[src/rtl/decode_stage_if.sv]
// Handshake bus for the decode stage: upstream fetch side in, decoded entry out.
interface decode_stage_if #(
  parameter int XLEN = 32
);
  logic            in_valid_i;
  logic            in_ready_o;
  logic [XLEN-1:0] pc_i;
  logic [31:0]     instr_i;
  logic            out_valid_o;
  logic            out_ready_i;
  logic [XLEN-1:0] out_pc_o;
  logic [31:0]     out_instr_o;
  logic [4:0]      out_rd_o;
  logic [4:0]      out_rs1_o;
  logic [4:0]      out_rs2_o;
  logic [2:0]      out_funct3_o;
  logic [6:0]      out_funct7_o;
  logic [2:0]      out_imm_type_o;
  logic [XLEN-1:0] out_imm_o;
  logic            out_rd_we_o;
  logic            out_illegal_o;

  modport slave (
    input  in_valid_i, pc_i, instr_i, out_ready_i,
    output in_ready_o, out_valid_o, out_pc_o, out_instr_o, out_rd_o, out_rs1_o,
           out_rs2_o, out_funct3_o, out_funct7_o, out_imm_type_o, out_imm_o,
           out_rd_we_o, out_illegal_o
  );

  modport master (
    output in_valid_i, pc_i, instr_i, out_ready_i,
    input  in_ready_o, out_valid_o, out_pc_o, out_instr_o, out_rd_o, out_rs1_o,
           out_rs2_o, out_funct3_o, out_funct7_o, out_imm_type_o, out_imm_o,
           out_rd_we_o, out_illegal_o
  );
endinterface

[src/rtl/decode_stage.sv]
// RISC-V decode stage: decodes at push time and buffers entries in a
// single register (DEPTH=1) or a two-entry skid buffer (DEPTH=2).
module decode_stage #(
  parameter int XLEN  = 32,
  parameter int DEPTH = 2
) (
  input  logic          clk_i,
  input  logic          rst_n_i,
  input  logic          flush_i,
  decode_stage_if.slave bus
);

  localparam logic [2:0] IMM_I = 3'd0;
  localparam logic [2:0] IMM_S = 3'd1;
  localparam logic [2:0] IMM_B = 3'd2;
  localparam logic [2:0] IMM_U = 3'd3;
  localparam logic [2:0] IMM_J = 3'd4;

  typedef struct packed {
    logic [XLEN-1:0] pc;
    logic [31:0]     instr;
    logic [4:0]      rd;
    logic [4:0]      rs1;
    logic [4:0]      rs2;
    logic [2:0]      funct3;
    logic [6:0]      funct7;
    logic [2:0]      imm_type;
    logic [XLEN-1:0] imm;
    logic            rd_we;
    logic            illegal;
  } entry_t;

  function automatic entry_t decode(input logic [XLEN-1:0] pc, input logic [31:0] instr);
    entry_t                 e;
    logic [6:0]             opcode;
    logic                   legal;
    logic signed [31:0]     imm32;
    logic signed [XLEN-1:0] imm_x;
    opcode = instr[6:0];
    e      = '0;
    case (opcode)
      7'b0100011: begin
        e.imm_type = IMM_S;
        imm32      = {{20{instr[31]}}, instr[31:25], instr[11:7]};
      end
      7'b1100011: begin
        e.imm_type = IMM_B;
        imm32      = {{19{instr[31]}}, instr[31], instr[7], instr[30:25], instr[11:8], 1'b0};
      end
      7'b0110111, 7'b0010111: begin
        e.imm_type = IMM_U;
        imm32      = {instr[31:12], 12'b0};
      end
      7'b1101111: begin
        e.imm_type = IMM_J;
        imm32      = {{11{instr[31]}}, instr[31], instr[19:12], instr[20], instr[30:21], 1'b0};
      end
      default: begin
        e.imm_type = IMM_I;
        imm32      = {{20{instr[31]}}, instr[31:20]};
      end
    endcase
    // signed-to-signed assignment replicates instr[31] up to XLEN
    imm_x = imm32;
    case (opcode)
      7'b0110111, 7'b0010111, 7'b1101111, 7'b1100111, 7'b1100011, 7'b0000011,
      7'b0100011, 7'b0010011, 7'b0110011, 7'b0001111, 7'b1110011: legal = 1'b1;
      7'b0011011, 7'b0111011: legal = (XLEN == 64);
      default:                legal = 1'b0;
    endcase
    e.illegal = !legal || (instr[1:0] != 2'b11) || (instr == 32'h0) || (instr == 32'hFFFF_FFFF);
    e.pc      = pc;
    e.instr   = instr;
    e.rd      = instr[11:7];
    e.rs1     = instr[19:15];
    e.rs2     = instr[24:20];
    e.funct3  = instr[14:12];
    e.funct7  = instr[31:25];
    e.imm     = imm_x;
    e.rd_we   = !(e.illegal || opcode == 7'b0100011 || opcode == 7'b1100011 || e.rd == 5'd0);
    return e;
  endfunction

  function automatic logic next_ptr(input logic p);
    return (DEPTH == 1) ? 1'b0 : ~p;
  endfunction

  entry_t     dec_p0;
  entry_t     mem_p1 [2];
  entry_t     head_p1;
  logic       rd_ptr, wr_ptr;
  logic [1:0] count;
  logic       rst_done;
  logic       push, pop;

  // ---- stage 0: combinational decode of the incoming word
  assign dec_p0 = decode(bus.pc_i, bus.instr_i);

  always_comb begin
    if (DEPTH == 1) bus.in_ready_o = rst_done && ((count == 2'd0) || bus.out_ready_i);
    else            bus.in_ready_o = rst_done && (count != 2'd2);
  end

  assign push = bus.in_valid_i && bus.in_ready_o;
  assign pop  = bus.out_valid_o && bus.out_ready_i;

  // ---- stage 1: buffered decoded entries; flush overrides push and pop
  always_ff @(posedge clk_i or negedge rst_n_i) begin
    if (!rst_n_i) begin
      count     <= 2'd0;
      rd_ptr    <= 1'b0;
      wr_ptr    <= 1'b0;
      rst_done  <= 1'b0;
      mem_p1[0] <= '0;
      mem_p1[1] <= '0;
    end else begin
      rst_done <= 1'b1;
      if (flush_i) begin
        count  <= 2'd0;
        rd_ptr <= 1'b0;
        wr_ptr <= 1'b0;
      end else begin
        if (push) begin
          mem_p1[wr_ptr] <= dec_p0;
          wr_ptr         <= next_ptr(wr_ptr);
        end
        if (pop) rd_ptr <= next_ptr(rd_ptr);
        count <= count + {1'b0, push} - {1'b0, pop};
      end
    end
  end

  assign head_p1            = mem_p1[rd_ptr];
  assign bus.out_valid_o    = (count != 2'd0);
  assign bus.out_pc_o       = head_p1.pc;
  assign bus.out_instr_o    = head_p1.instr;
  assign bus.out_rd_o       = head_p1.rd;
  assign bus.out_rs1_o      = head_p1.rs1;
  assign bus.out_rs2_o      = head_p1.rs2;
  assign bus.out_funct3_o   = head_p1.funct3;
  assign bus.out_funct7_o   = head_p1.funct7;
  assign bus.out_imm_type_o = head_p1.imm_type;
  assign bus.out_imm_o      = head_p1.imm;
  assign bus.out_rd_we_o    = head_p1.rd_we;
  assign bus.out_illegal_o  = head_p1.illegal;

endmodule
[src/flat_wrapper.sv]
// flat-port wrapper written by rule: the top's interface ports become plain ports
module decode_stage_flat 
#(
  parameter int XLEN  = 32,
  parameter int DEPTH = 2
)
  (clk_i, rst_n_i, flush_i, bus_in_valid_i, bus_pc_i, bus_instr_i, bus_out_ready_i, bus_in_ready_o, bus_out_valid_o, bus_out_pc_o, bus_out_instr_o, bus_out_rd_o, bus_out_rs1_o, bus_out_rs2_o, bus_out_funct3_o, bus_out_funct7_o, bus_out_imm_type_o, bus_out_imm_o, bus_out_rd_we_o, bus_out_illegal_o);
  decode_stage_if #(.XLEN(XLEN)) bus_i ();
  input  logic clk_i;
  input  logic rst_n_i;
  input  logic flush_i;
  input wire logic [$bits(bus_i.in_valid_i)-1:0] bus_in_valid_i;
  input wire logic [$bits(bus_i.pc_i)-1:0] bus_pc_i;
  input wire logic [$bits(bus_i.instr_i)-1:0] bus_instr_i;
  input wire logic [$bits(bus_i.out_ready_i)-1:0] bus_out_ready_i;
  output wire logic [$bits(bus_i.in_ready_o)-1:0] bus_in_ready_o;
  output wire logic [$bits(bus_i.out_valid_o)-1:0] bus_out_valid_o;
  output wire logic [$bits(bus_i.out_pc_o)-1:0] bus_out_pc_o;
  output wire logic [$bits(bus_i.out_instr_o)-1:0] bus_out_instr_o;
  output wire logic [$bits(bus_i.out_rd_o)-1:0] bus_out_rd_o;
  output wire logic [$bits(bus_i.out_rs1_o)-1:0] bus_out_rs1_o;
  output wire logic [$bits(bus_i.out_rs2_o)-1:0] bus_out_rs2_o;
  output wire logic [$bits(bus_i.out_funct3_o)-1:0] bus_out_funct3_o;
  output wire logic [$bits(bus_i.out_funct7_o)-1:0] bus_out_funct7_o;
  output wire logic [$bits(bus_i.out_imm_type_o)-1:0] bus_out_imm_type_o;
  output wire logic [$bits(bus_i.out_imm_o)-1:0] bus_out_imm_o;
  output wire logic [$bits(bus_i.out_rd_we_o)-1:0] bus_out_rd_we_o;
  output wire logic [$bits(bus_i.out_illegal_o)-1:0] bus_out_illegal_o;
  assign bus_i.in_valid_i = bus_in_valid_i;
  assign bus_i.pc_i = bus_pc_i;
  assign bus_i.instr_i = bus_instr_i;
  assign bus_i.out_ready_i = bus_out_ready_i;
  assign bus_in_ready_o = bus_i.in_ready_o;
  assign bus_out_valid_o = bus_i.out_valid_o;
  assign bus_out_pc_o = bus_i.out_pc_o;
  assign bus_out_instr_o = bus_i.out_instr_o;
  assign bus_out_rd_o = bus_i.out_rd_o;
  assign bus_out_rs1_o = bus_i.out_rs1_o;
  assign bus_out_rs2_o = bus_i.out_rs2_o;
  assign bus_out_funct3_o = bus_i.out_funct3_o;
  assign bus_out_funct7_o = bus_i.out_funct7_o;
  assign bus_out_imm_type_o = bus_i.out_imm_type_o;
  assign bus_out_imm_o = bus_i.out_imm_o;
  assign bus_out_rd_we_o = bus_i.out_rd_we_o;
  assign bus_out_illegal_o = bus_i.out_illegal_o;
  decode_stage #(.XLEN(XLEN), .DEPTH(DEPTH)) u_core (.clk_i(clk_i), .rst_n_i(rst_n_i), .flush_i(flush_i), .bus(bus_i));
endmodule
[config.mk]
export PLATFORM = sky130hd
export DESIGN_NAME = decode_stage_flat
export DESIGN_NICKNAME = d
export VERILOG_FILES = /design/src/rtl/decode_stage_if.sv /design/src/rtl/decode_stage.sv /design/src/flat_wrapper.sv
export SDC_FILE = /design/constraint.sdc
export NUM_CORES = 1
export LEC_CHECK = 0
export CORE_AREA = 10 10 182 201
export CTS_CLUSTER_DIAMETER = 50
export CTS_CLUSTER_SIZE = 8
export DETAILED_ROUTE_END_ITERATION = 8
export DIE_AREA = 0 0 192 211
export PLACE_DENSITY = 0.59
export RECOVER_POWER = 100
export SYNTH_ARGS = -nofsm -noshare
export SYNTH_HDL_FRONTEND = slang
export SYNTH_SLANG_ARGS = --single-unit
[constraint.sdc]
create_clock -name clk_i -period 2.51 [get_ports clk_i]
set_clock_uncertainty 0.05 [all_clocks]
set_input_delay 0.3765 -clock clk_i [delete_from_list [all_inputs] [get_ports clk_i]]
set_output_delay 0.3765 -clock clk_i [all_outputs]
set_load 0.1 [all_outputs]
======== Word level (Yosys, flattened, before mapping) ========
Cells that the tools add are included.
storage, ports and cells
  flip-flop bits (word level) ............. 257
  input bits .............................. 69
  output and inout bits ................... 128
  word-level logic and storage cells ...... 84
operators by class
  add/subtract/negate cells ............... 2
  order comparisons ....................... 3
  equal/unequal tests ..................... 14
  mux-type cells .......................... 14
  bitwise logic cells ..................... 5
  reduce and logical (&&, ||, !) cells .... 20
operator list
  operator                                        number
  two-way mux 126 bit                             4
  bitwise mux 252 bit                             1
  demux 126 bit (select 1 bit)                    1
  case mux 31 bit (4 select lines)                1
  == test 32 bit (second input constant)          1
  zero test 32 bit                                1
  == test 7 bit (second input constant)           4
  == test 7 x 6 -> 1 bit (second input constant)  3
  == test 7 x 5 -> 1 bit (second input constant)  2
  case mux 3 bit (4 select lines)                 1
  OR reduction 11 bit                             1
  == test 7 x 2 -> 1 bit (second input constant)  1
  == test 7 x 4 -> 1 bit (second input constant)  1
  logical OR 1 bit                                6
  nonzero test 2 bit                              3
  zero test 5 bit                                 1
  two-way mux 1 bit                               5
  >= comparator 2 bit (second input constant)     2
  logical AND 1 bit                               4
  != test 2 bit (second input constant)           2
  inverter 1 -> 2 bit                             2
  inverter 1 bit                                  3
  adder 2 x 1 -> 2 bit                            1
  zero test 1 bit                                 2
  other kinds (5)                                 5

======== Logic depth before layout (Yosys ltp) ========
  depth after elaboration ................. 12
  gate-level depth with buffers ........... 7
  mapped depth without buffers ............ 7

======== Least setup slack after synthesis ========
Ideal clock, no wire load.
  kind .................................... register -> output
  start ................................... reg u_core.rd_ptr
  end ..................................... out bus_out_imm_o[31]
  arrival ................................. 1.913 ns
  data required time ...................... 2.084 ns
  slack ................................... 0.171 ns
  cell stages (with the launch flop) ...... 5
  path buffers ............................ 3
  path through ............................ dfrtp_1 clkbuf_1 clkbuf_1 mux2_2 buf_4
between the ends
  cells in the longest elaborated chain, start to end .. 4
RTL lines
  item                                                     line                 RTL
  start: declaration                                       decode_stage.sv:91   logic rd_ptr, wr_ptr;
  start signal: assignment                                 decode_stage.sv:127  if (pop) rd_ptr <= next_ptr(rd_ptr);
  inverter 1 -> 2 bit (implied by the code)                decode_stage.sv:133  assign head_p1 = mem_p1[rd_ptr];
  two-way mux 126 bit (implied by the code) (3 in series)  decode_stage.sv:133
  end: declaration                                         flat_wrapper.sv:26   output wire logic [$bits(bus_i.out_imm_o)-1:0] bus_out_imm_o;
Every way passes these cells. The select of a mux whose other input is x is not followed.

======== Worst setup path in the final report ========
  start ................................... reg u_core.rd_ptr
  end ..................................... out bus_out_funct7_o[6]
between the ends
  cells in the longest elaborated chain, start to end .. 4
RTL lines
  item                                                     line                 RTL
  inverter 1 -> 2 bit (implied by the code)                decode_stage.sv:133
  two-way mux 126 bit (implied by the code) (3 in series)  decode_stage.sv:133
  end: declaration                                         flat_wrapper.sv:24   output wire logic [$bits(bus_i.out_funct7_o)-1:0] bus_out_funct7_o;
Every way passes these cells. The select of a mux whose other input is x is not followed.

==> summary.txt <==
outcome - finished, final reports clean
area grow syn2layout - 44.9%
Synth top area share - 53.8%
Hold Worst Slack - 0.376 ns
min-delay worst type - in2async
post-synthesis xor/xnor area fraction - 0.367%
CP max-delay cell - mux2_2
Post-layout nets - 1131
initial cell density of the core - 29.6%
Clock H-tree levels - 2
placed cell area - 13200 um^2
Crit Path Class - reg2out
syn_area_per_cell - 10.9 um^2
vias per cell - 4.57
top cell type by total area after synthesis - dfrtp_1
Pins Over Slew Limit - 0
CP max stage delay - 0.48 ns
CTS tree - built
simple-gate area share of the yosys netlist - 13.5%
Synth async-reset ratio - 100%
most frequent cell after synthesis - nand2_1
global-route wire length before repair - 43.5 mm
main combinational cell family by area after synthesis - multiplexers
clk buf depth - 3
initial antenna violation count - 2
remaining antenna violation count - 0
pre-CTS WS - -0.0502 ns
vias in the first global route - 7494
Final Non-Filler Cells - 1499
Critical Path Start Type - register
pin count of the biggest net entering global routing - 63
Ports - 197
share of layout cells above drive strength 1 - 27.6%
CTS clk-pin slew, worst paths - 0.05 ns
syn nets - 949
Unique masters post-synth - 50
Synthesis Warnings - 0
Antenna Diode Count - 0
post-route cell area - 13800 um^2
Critical Path RT - 2.08 ns
router iterations before antenna repair - 6
Synth Cell Area - 9540 um^2
mux cell area share after synthesis - 20.8%
GPL Wtd Cong - 0.782
Tmin final - 2.40 ns
Synth area leaders - dfrtp_1, mux2_2, nand2_1
endpoints failing setup - 0
number of remaining DRC errors - 0
post-synthesis compound-gate area fraction - 5.69%
row count - 69
actual slew at the worst max-slew pin - 1.10 ns
Clock Latency Late Sink - 0.50 ns
DP HPWL - 18.9 mm
Synth Area in Adders - 0.262%
flops & latches, synth - 205
Max Cap Violations - 0
worst reg2reg path depth - 5
WL final - 27.1 mm
count of clock tree sinks - 205
Placed Cells incl. Taps - 1449
PnR worst setup slack - 0.108 ns
register area share after synthesis - 53.8%
family with the most delay on the worst path - buffers and inverters
CORE AREA - 32200 um^2
WP buf/inv - 2
global-route usage over all layers - 13.5%
Mapped Cells - 878
slew margin rel. - 26.6%
routed len/inst - 18.1 um
Final Hold Viols - 0
Main synth FF type - dfrtp_1
CP max FO - 21
via count - 6855
Critical Path Sink Type - output port
CP Cell Sequence - clkbuf_4 -> mux2_2 -> buf_12
Commonest cells post-synth - nand2_1, dfrtp_1, mux2_2
RSZ-0062 raised after global routing - no
Die H - 211 um
CP Data Arrival Time - 1.98 ns
Die ar. - 40500 um^2
I/O Buffers - 196
final global-route overflow total - 0
Crit path depth - 3
Tcrit/Tclk final - 95.7%
Post-synth EDFFs - 0
Max Clk Rate - 416 MHz
die width - 192 um
clk root buf - clkbuf_16
Initial DRC Count - 396
cts bufs inserted - 34
-- worst register-to-register path: stages (launching register included) --
cell	delay [ns]
dfrtp_1	0.40
nor2b_1	0.21
nor4b_1	0.60
clkbuf_1	0.29
clkbuf_2	0.28
mux2_2	0.36
-- path summary, 6_finish.rpt --
kind,from,endpoint,slack (ns)
min in group clk_i,bus_pc_i[22],u_core.mem_p1[242],0.38
hold / removal,rst_n_i,u_core.mem_p1[150],0.38
hold reg to reg,u_core.mem_p1[136],u_core.mem_p1[136],0.41
setup reg to reg,u_core.count[1],u_core.mem_p1[110],0.19
setup / recovery,u_core.rd_ptr,bus_out_funct7_o[6],0.11
max in group asynchronous,rst_n_i,u_core.rd_ptr,0.59
-- metrics by stage --
step / utilization (%) / setup TNS, ns
finish: 42.9 / 0
global route: 42.9 / 0
CTS: 44.0 / 0
detailed placement: 40.9 / -0.187
global placement: 40.9 / -0.0224
floorplan: - / 0
-- sequential cells by signal, summed over array words and instances, names as in the netlist --
register,flops
u_core.count,2
u_core.mem_p1,200
u_core.rd_ptr,1
u_core.rst_done,1
u_core.wr_ptr,1
-- area by class of cell --
cell class / count / area [um^2]
flip-flops and latches: 205 / 5130
inverters: 11 / 41.3
clock buffers: 41 / 907
multi-input cells: 580 / 3850
repair buffers: 228 / 3270
well taps: 426 / 533
fillers: 3030 / 18400
clock inverters: 8 / 86.3
-- per-layer routing --
metal / GRT usage, % / routed length [um]
met5: 0 / 32
met2: 21.6 / 13000
met4: 3.58 / 445
met1: 16.9 / 11600
met3: 4.74 / 1980
-- cells in the final DEF, fill, tap and decap left out, drive strengths merged, types with 3 or more instances in the layout --
cell type and n:
nand2 231, dfrtp 205, mux2 169, buf 143, clkdlybuf4s50 66, clkbuf 58, a21oi 41, o21ai 37
nor2 33, nand3 15, inv 13, mux2i 8, a22oi 4, clkinv 4, nor2b 3, xnor2 3
nor3b 3
-- repair_timing --
item                                   CTS  global route
endpoints found under the hold margin   57             0
gates resized for setup                  0             0
hold buffers                             1             0
buffers inserted                         0             0
-- logic make-up after synthesis --
group | count (synthesis)
AOI/OAI and AO/OA | 92
buffers and inverters | 93
other | 1
xor gates and xnor gates | 4
DFF | 205
and+or+nand+nor | 304
adders and majority gates | 2
muxes | 177
Power is left out: the tool's default activity adds up to more than one toggle a clock period on the data nets, which glitch-free logic cannot reach.
